[src/rtl/req_encoder.sv]
// ---------------------------------------------------------------------------
// req_encoder
//
// Sequential 8-to-3 request encoder. Single-cycle request pulses on req are
// merged into a pending register. The highest-priority pending index is
// presented on code with a valid/ack handshake. Each index is cleared from
// pending once the consumer acknowledges it.
//
// Parameters:
//   MSB_FIRST  1: bit 7 has the highest priority; 0: bit 0 has the highest.
//
// Ports:
//   clk       in   1  clock, rising edge
//   rst_n     in   1  synchronous active-low reset
//   en        in   1  capture enable for req
//   req       in   8  request pulses, several may be high together
//   ack       in   1  consumer takes the current code (only while valid=1)
//   code      out  3  index being presented, held while valid=1
//   valid     out  1  code is meaningful
//   pending   out  8  pending-request vector
//   overflow  out  1  one-cycle pulse: request hit an already-pending bit
// ---------------------------------------------------------------------------
module req_encoder #(
    parameter bit MSB_FIRST = 1'b1
) (
    input  logic       clk,
    input  logic       rst_n,
    input  logic       en,
    input  logic [7:0] req,
    input  logic       ack,
    output logic [2:0] code,
    output logic       valid,
    output logic [7:0] pending,
    output logic       overflow
);

    typedef enum logic {
        IDLE,
        HOLD
    } state_t;

    state_t     state_q, state_d;
    logic [2:0] code_q, code_d;
    logic       valid_q, valid_d;
    logic [7:0] pending_q, pending_d;
    logic       overflow_q, overflow_d;

    logic [7:0] req_en;
    logic [7:0] clr;

    // Index of the highest-priority set bit. The loop direction makes the
    // last match the winner, so it walks toward the highest-priority end.
    function automatic logic [2:0] prio_index(input logic [7:0] v);
        logic [2:0] idx;
        idx = 3'd0;
        if (MSB_FIRST) begin
            for (int i = 0; i < 8; i++) begin
                if (v[i]) idx = 3'(i);
            end
        end else begin
            for (int i = 7; i >= 0; i--) begin
                if (v[i]) idx = 3'(i);
            end
        end
        return idx;
    endfunction

    always_comb begin
        req_en = req & {8{en}};
        clr    = (valid_q && ack) ? (8'h01 << code_q) : 8'h00;

        // Set is OR'ed after the clear so a request landing on the bit being
        // serviced keeps it pending.
        pending_d  = (pending_q & ~clr) | req_en;
        overflow_d = |(req_en & pending_q & ~clr);

        state_d = state_q;
        code_d  = code_q;
        valid_d = valid_q;

        case (state_q)
            IDLE: begin
                // Select from the registered pending vector, never from req,
                // which is what gives the two-cycle request-to-valid latency.
                if (|pending_q) begin
                    code_d  = prio_index(pending_q);
                    valid_d = 1'b1;
                    state_d = HOLD;
                end
            end
            HOLD: begin
                // Code is frozen until acked; later requests wait their turn.
                if (ack) begin
                    valid_d = 1'b0;
                    state_d = IDLE;
                end
            end
            default: begin
                valid_d = 1'b0;
                state_d = IDLE;
            end
        endcase
    end

    always_ff @(posedge clk) begin
        if (!rst_n) begin
            state_q    <= IDLE;
            code_q     <= 3'd0;
            valid_q    <= 1'b0;
            pending_q  <= 8'h00;
            overflow_q <= 1'b0;
        end else begin
            state_q    <= state_d;
            code_q     <= code_d;
            valid_q    <= valid_d;
            pending_q  <= pending_d;
            overflow_q <= overflow_d;
        end
    end

    assign code     = code_q;
    assign valid    = valid_q;
    assign pending  = pending_q;
    assign overflow = overflow_q;

endmodule

[config.mk]
export PLATFORM = sky130hd
export DESIGN_NAME = req_encoder
export DESIGN_NICKNAME = d
export VERILOG_FILES = /design/src/rtl/req_encoder.sv
export SDC_FILE = /design/constraint.sdc
export NUM_CORES = 1
export LEC_CHECK = 0
export BUFFER_PORTS_ARGS = -buffer_cell sky130_fd_sc_hd__buf_2
export CAP_MARGIN = 20
export CORE_AREA = 2 2 40 42
export CTS_BUF_LIST = sky130_fd_sc_hd__clkbuf_2 sky130_fd_sc_hd__clkbuf_4 sky130_fd_sc_hd__clkbuf_8
export DETAILED_ROUTE_END_ITERATION = 12
export DIE_AREA = 0 0 42 44
export GPL_TIMING_DRIVEN = 0
export HOLD_SLACK_MARGIN = 0.06
export PLACE_DENSITY_LB_ADDON = 0.12
export SETUP_SLACK_MARGIN = 0.5
export SYNTH_ARGS = -nofsm -noshare
export SYNTH_HDL_FRONTEND = slang
export SYNTH_SLANG_ARGS = --single-unit
[constraint.sdc]
create_clock -name clk -period 2.2 [get_ports clk]
set_input_delay 0.11 -clock clk [delete_from_list [all_inputs] [get_ports clk]]
set_output_delay 0.11 -clock clk [all_outputs]
set_load 0.02 [all_outputs]
# Word level (Yosys, flattened, before mapping)

Cells that the tools add are included.

$add $sub $neg: 0
Multiply operators: 0
Div/mod/pow operators: 0
$lt $le $gt $ge: 0
Equal/unequal tests: 2
Shifts and indexed selects: 1
Muxes and demuxes: 14
Bitwise gates (word level): 7
Reduce and logical (&&, ||, !) cells: 5

Operators with widths:

| operator                                         | count |
|---|---|
| bitwise AND 8 bit                                | 4 |
| two-way mux 3 bit                                | 6 |
| OR reduction 8 bit                               | 2 |
| two-way mux 8 bit                                | 1 |
| inverter 8 bit                                   | 1 |
| bitwise OR 8 bit                                 | 1 |
| << shifter 1 x 3 -> 8 bit (first input constant) | 1 |
| two-way mux 1 bit                                | 5 |
| inequality test 2 bit (second input constant)    | 2 |
| one-hot mux 1 bit (2 select lines)               | 2 |
| AND reduction 2 bit                              | 2 |
| logical AND 1 bit                                | 1 |
| inverter 1 bit                                   | 1 |

Register bits after elaboration: 14
Latch bits: 0
RAM bits: 0
Bits in read-only memories: 0
Input bits: 12
Output and inout bits: 13
Memories: 0

# Logic depth before layout (Yosys ltp)

Word-level depth: 7
Depth in mapped cells: 5
Mapped depth without buffers: 4

# Worst setup path after synthesis

No wires, ideal clock.

Path kind: reg2reg
Start: register code_q[1] (netlist: code[1])
End: register overflow_q (netlist: overflow)
Setup time: 136 ps
Data arrival time: 1231 ps
Required time: 2064 ps
Setup slack: 832 ps
Stages on the path, launching flop included: 6
Path buffers: 1
Cell sequence: dfxtp_1 > and2_1 > buf_6 > a41oi_1 > nor4_1 > a41oi_1

Word-level cells in the longest chain between the ends: 5

RTL lines:

| what                      | RTL line | RTL |
|---|---|---|
| start: declaration        | 43       | `logic [2:0] code_q, code_d;` |
| start signal: assignment  | 114      | `code_q <= code_d;` |
| << shifter 1 x 3 -> 8 bit | 70       | `clr = (valid_q && ack) ? (8'h01 << code_q) : 8'h00;` |
| two-way mux 8 bit         | 70       |  |
| inverter 8 bit            | 75       | `overflow_d = \|(req_en & pending_q & ~clr);` |
| bitwise AND 8 bit         | 75       |  |
| OR reduction 8 bit        | 75       |  |
| end signal: assignment    | 117      | `overflow_q <= overflow_d;` |
| end: declaration          | 46       | `logic overflow_q, overflow_d;` |

Every way passes these cells.
A chain may end at the register's enable or synchronous reset.

# Worst setup path after layout

Start: register valid_q (netlist: valid)
End: register overflow_q (netlist: overflow)

Word-level cells in the longest chain between the ends: 5

RTL lines:

| what                     | RTL line | RTL |
|---|---|---|
| start: declaration       | 44       | `logic valid_q, valid_d;` |
| start signal: assignment | 115      | `valid_q <= valid_d;` |
| logical AND 1 bit        | 70       |  |
| two-way mux 8 bit        | 70       |  |
| inverter 8 bit           | 75       |  |
| bitwise AND 8 bit        | 75       |  |
| OR reduction 8 bit       | 75       |  |

Every way passes these cells.

==> results.sh <==
export IMPL_status="finished, final reports clean"
export IMPL_p_per_area_mw_per_mm2=696
export IMPL_dr_pass1_iters=4
export IMPL_vias_per_cell=5.80
export IMPL_grt_max_degree=11
export IMPL_worst_pin_slew_ps=371
export IMPL_place_inst=120
export IMPL_skew_ps=4.40
export IMPL_htreeDepth=1
export IMPL_critical_path_class="reg -> reg"
export IMPL_drcViolationCount=0
export IMPL_clkPwrFrac_pct=24.4
export IMPL_crit_path_start="valid"
export IMPL_slowest_stage="dfxtp_1"
export IMPL_dieArea_sq_mm=0.00185
export IMPL_netlist_area_leader_share_pct=38.6
export IMPL_syn_avg_cell_area_sq_um=8.96
export IMPL_power_frac_comb_pct=25.1
export IMPL_synth_edf_count=0
export IMPL_path_clk_slew_ps=90
export IMPL_required_ps=2350
export IMPL_rsz0062_at_grt="false"
export IMPL_dieHeight_um=44
export IMPL_num_rows=14
export IMPL_power_frac_seq_pct=50.5
export IMPL_gr_usage_all_layers_pct=19.8
export IMPL_critPathLaunchType="flip-flop"
export IMPL_drt_iter0_drc=11
export IMPL_ctsHoldBuffers=0
export IMPL_r2r_slack_ps=800
export IMPL_holdPathEnd="overflow"
export IMPL_peakVddDrop_uv=341
export IMPL_avgRoutedWirePerCell_um=13.5
export IMPL_ctsResizeCount=0
export IMPL_ys_types=30
export IMPL_ys_ff_latch=14
export IMPL_reg2reg_depth=5
export IMPL_fin_cells=123
export IMPL_cp_max_fo=6
export IMPL_setup_violations=0
export IMPL_total_power_uw=615
export IMPL_yosys_top_cells_count="14 x dfxtp_1, 11 x nand2_1, 7 x a22oi_1, 7 x nor2b_1, 4 x a21oi_1"
export IMPL_gp_congestion=0.859
export IMPL_power_switching_share_pct=33.4
export IMPL_die_x_um=42
export IMPL_synthArstFlopShare_pct=0
export IMPL_fmax_mhz=713
export IMPL_antenna_found_initial=0
export IMPL_hold_class="in -> reg"
export IMPL_cts_buffers=3
export IMPL_post_route_period_util_pct=63.7
export IMPL_slew_headroom_pct=75.1
export IMPL_syn_nets=93
export IMPL_gr_total_overflow=0
export IMPL_max_stage_delay_ps=370
export IMPL_slew_viol_final=0
export IMPL_cts_sinks=14
export IMPL_grt_pass1_wl_um=2750
export IMPL_core_sq_mm=0.00142
export IMPL_ant_nets=0
export IMPL_yosys_warnings=0
export IMPL_synth_most_common_cell="dfxtp_1"
export IMPL_postCtsSetupBuffers=0
export IMPL_arrival_ps=1550
export IMPL_r2r_end="overflow"
export IMPL_p_int_uw=410
export IMPL_clock_insertion_delay_worst_skew_ps=280
export IMPL_period_minus_slack_ps=1400
export IMPL_critPathBufInv=1
export IMPL_place_port_buffers=23
export IMPL_synth_area_top_cells="dfxtp_1 39%, a22oi_1 7.2%, nor2b_1 6.0%, nand2_1 5.7%, o21a_1 3.1%"
export IMPL_max_cap_violations=0
export IMPL_synth_cells=81
export IMPL_synth_top_area_cell="dfxtp_1"
export IMPL_nFillCells=140
export IMPL_reg2reg_from="valid"
export IMPL_cts_tree="built"
export IMPL_p_leak_nw=0.381
export IMPL_cts_buffer_depth=2
export IMPL_grt_pass1_vias=622
export IMPL_root_buffer="clkbuf_4"
export IMPL_post_dp_hpwl_um=1260
export IMPL_io_pins=25
export IMPL_area_delta_synth_final_pct=21.7
export IMPL_crit_family="simple AND/OR/NAND/NOR gates"
export IMPL_ys_flop_type="dfxtp_1"
export IMPL_hold_path_depth=3
export IMPL_tns_ps=0
export IMPL_seq_area_frac_synth_pct=38.6
export IMPL_switchingPower_uw=205
export IMPL_endpoint_kind="flip-flop"
export IMPL_start_util_pct=51.1
export IMPL_cp_common_cell="a41oi_1"
export IMPL_nets=121
export IMPL_diodes=0
export IMPL_routed_wirelength_um=1660
export IMPL_drive_gt1_share_pct=33.6
export IMPL_critical_path_cell_chain="and2_1 -> buf_6 -> a41oi_1 -> nor4_1 -> a41oi_1"
export IMPL_vias=714
export IMPL_finalHoldViolCount=0
export IMPL_hold_path_startpoint="rst_n"
export IMPL_syn_cell_area_sq_um=726
==> cell type report <==
cell class	instances	area, sq um	area share, %
Tap cell	16	20.0	2.27
Inverter	2	7.51	0.850
Clock buffer	3	22.5	2.55
Timing Repair Buffer	23	115	13.0
Buffer	3	22.5	2.55
Sequential cell	14	280	31.7
Multi-Input combinational cell	62	415	47.0
==> cell families (layout without fill, tap and decap cells) <==
family	Yosys count	in the layout	share of synthesized area, %
simple gates	35	35	30.5
compound gates	27	27	26.7
flops	14	14	38.6
buf+inv	5	31	4.14
==> worst min-delay path: stages <==
cell     delay (ps)
buf_2           120
nand2_1          60
a41oi_1          40
==> power groups by stage <==
| stage | Clock [mW] | Sequential (mW) | Combinational [mW] |
|---|---|---|---|
| 6_report | 0.150 | 0.311 | 0.154 |
| 5_1_grt | 0.154 | 0.316 | 0.171 |
| 4_1_cts | 0.152 | 0.311 | 0.156 |
| 3_5_place_dp | 0 | 0.317 | 0.155 |
| 3_3_place_gp | 0 | 0.315 | 0.154 |
| 2_1_floorplan | 0 | 0.338 | 0.0801 |
==> per-layer routing <==
layer / global-route usage [%] / part of all wire (%)
met4: 5.81 / 1.0
met5: 0 / 0
met2: 32.2 / 47
met3: 3.75 / 7.4
met1: 26.8 / 44
==> cell usage in the layout (no fill, tap or decap), drive strengths merged <==
cell,instances
a21boi,1
a21oi,6
a22oi,7
a31oi,1
a32oi,1
a41oi,2
and2,3
and2b,1
and3b,2
buf,25
clkbuf,4
dfxtp,14
inv,2
nand2,11
nand2b,1
nand3,2
nand4,2
nor2,2
nor2b,7
nor3b,1
nor4,3
o211a,1
o21a,3
o21ai,3
o21bai,1
o311ai,1
==> worst max-delay path by stage <==
stage,cells past startpoint,to,slack (ps)
4_1_cts,5,overflow,790
6_report,5,overflow,800
3_3_place_gp,5,overflow,840
5_1_grt,5,overflow,750
3_5_place_dp,5,overflow,820
2_1_floorplan,5,overflow,830
==> flip-flops by register name (all words and copies together), names as in the netlist <==
register  count
pending       8
code          3
overflow      1
state_q       1
valid         1
==> through the flow <==
stage               setup slack [ps]  utilization [%]  instance area (sq um)  hold WS, ps
detailed placement               818             60.7                    861          396
floorplan                        832                -                    726          236
global route                     748             62.3                    883          115
finish                           798             62.3                    883         95.7
CTS                              786             62.3                    883         99.5
global placement                 835             60.7                    861          394
Power figures use the tool's default switching activity.
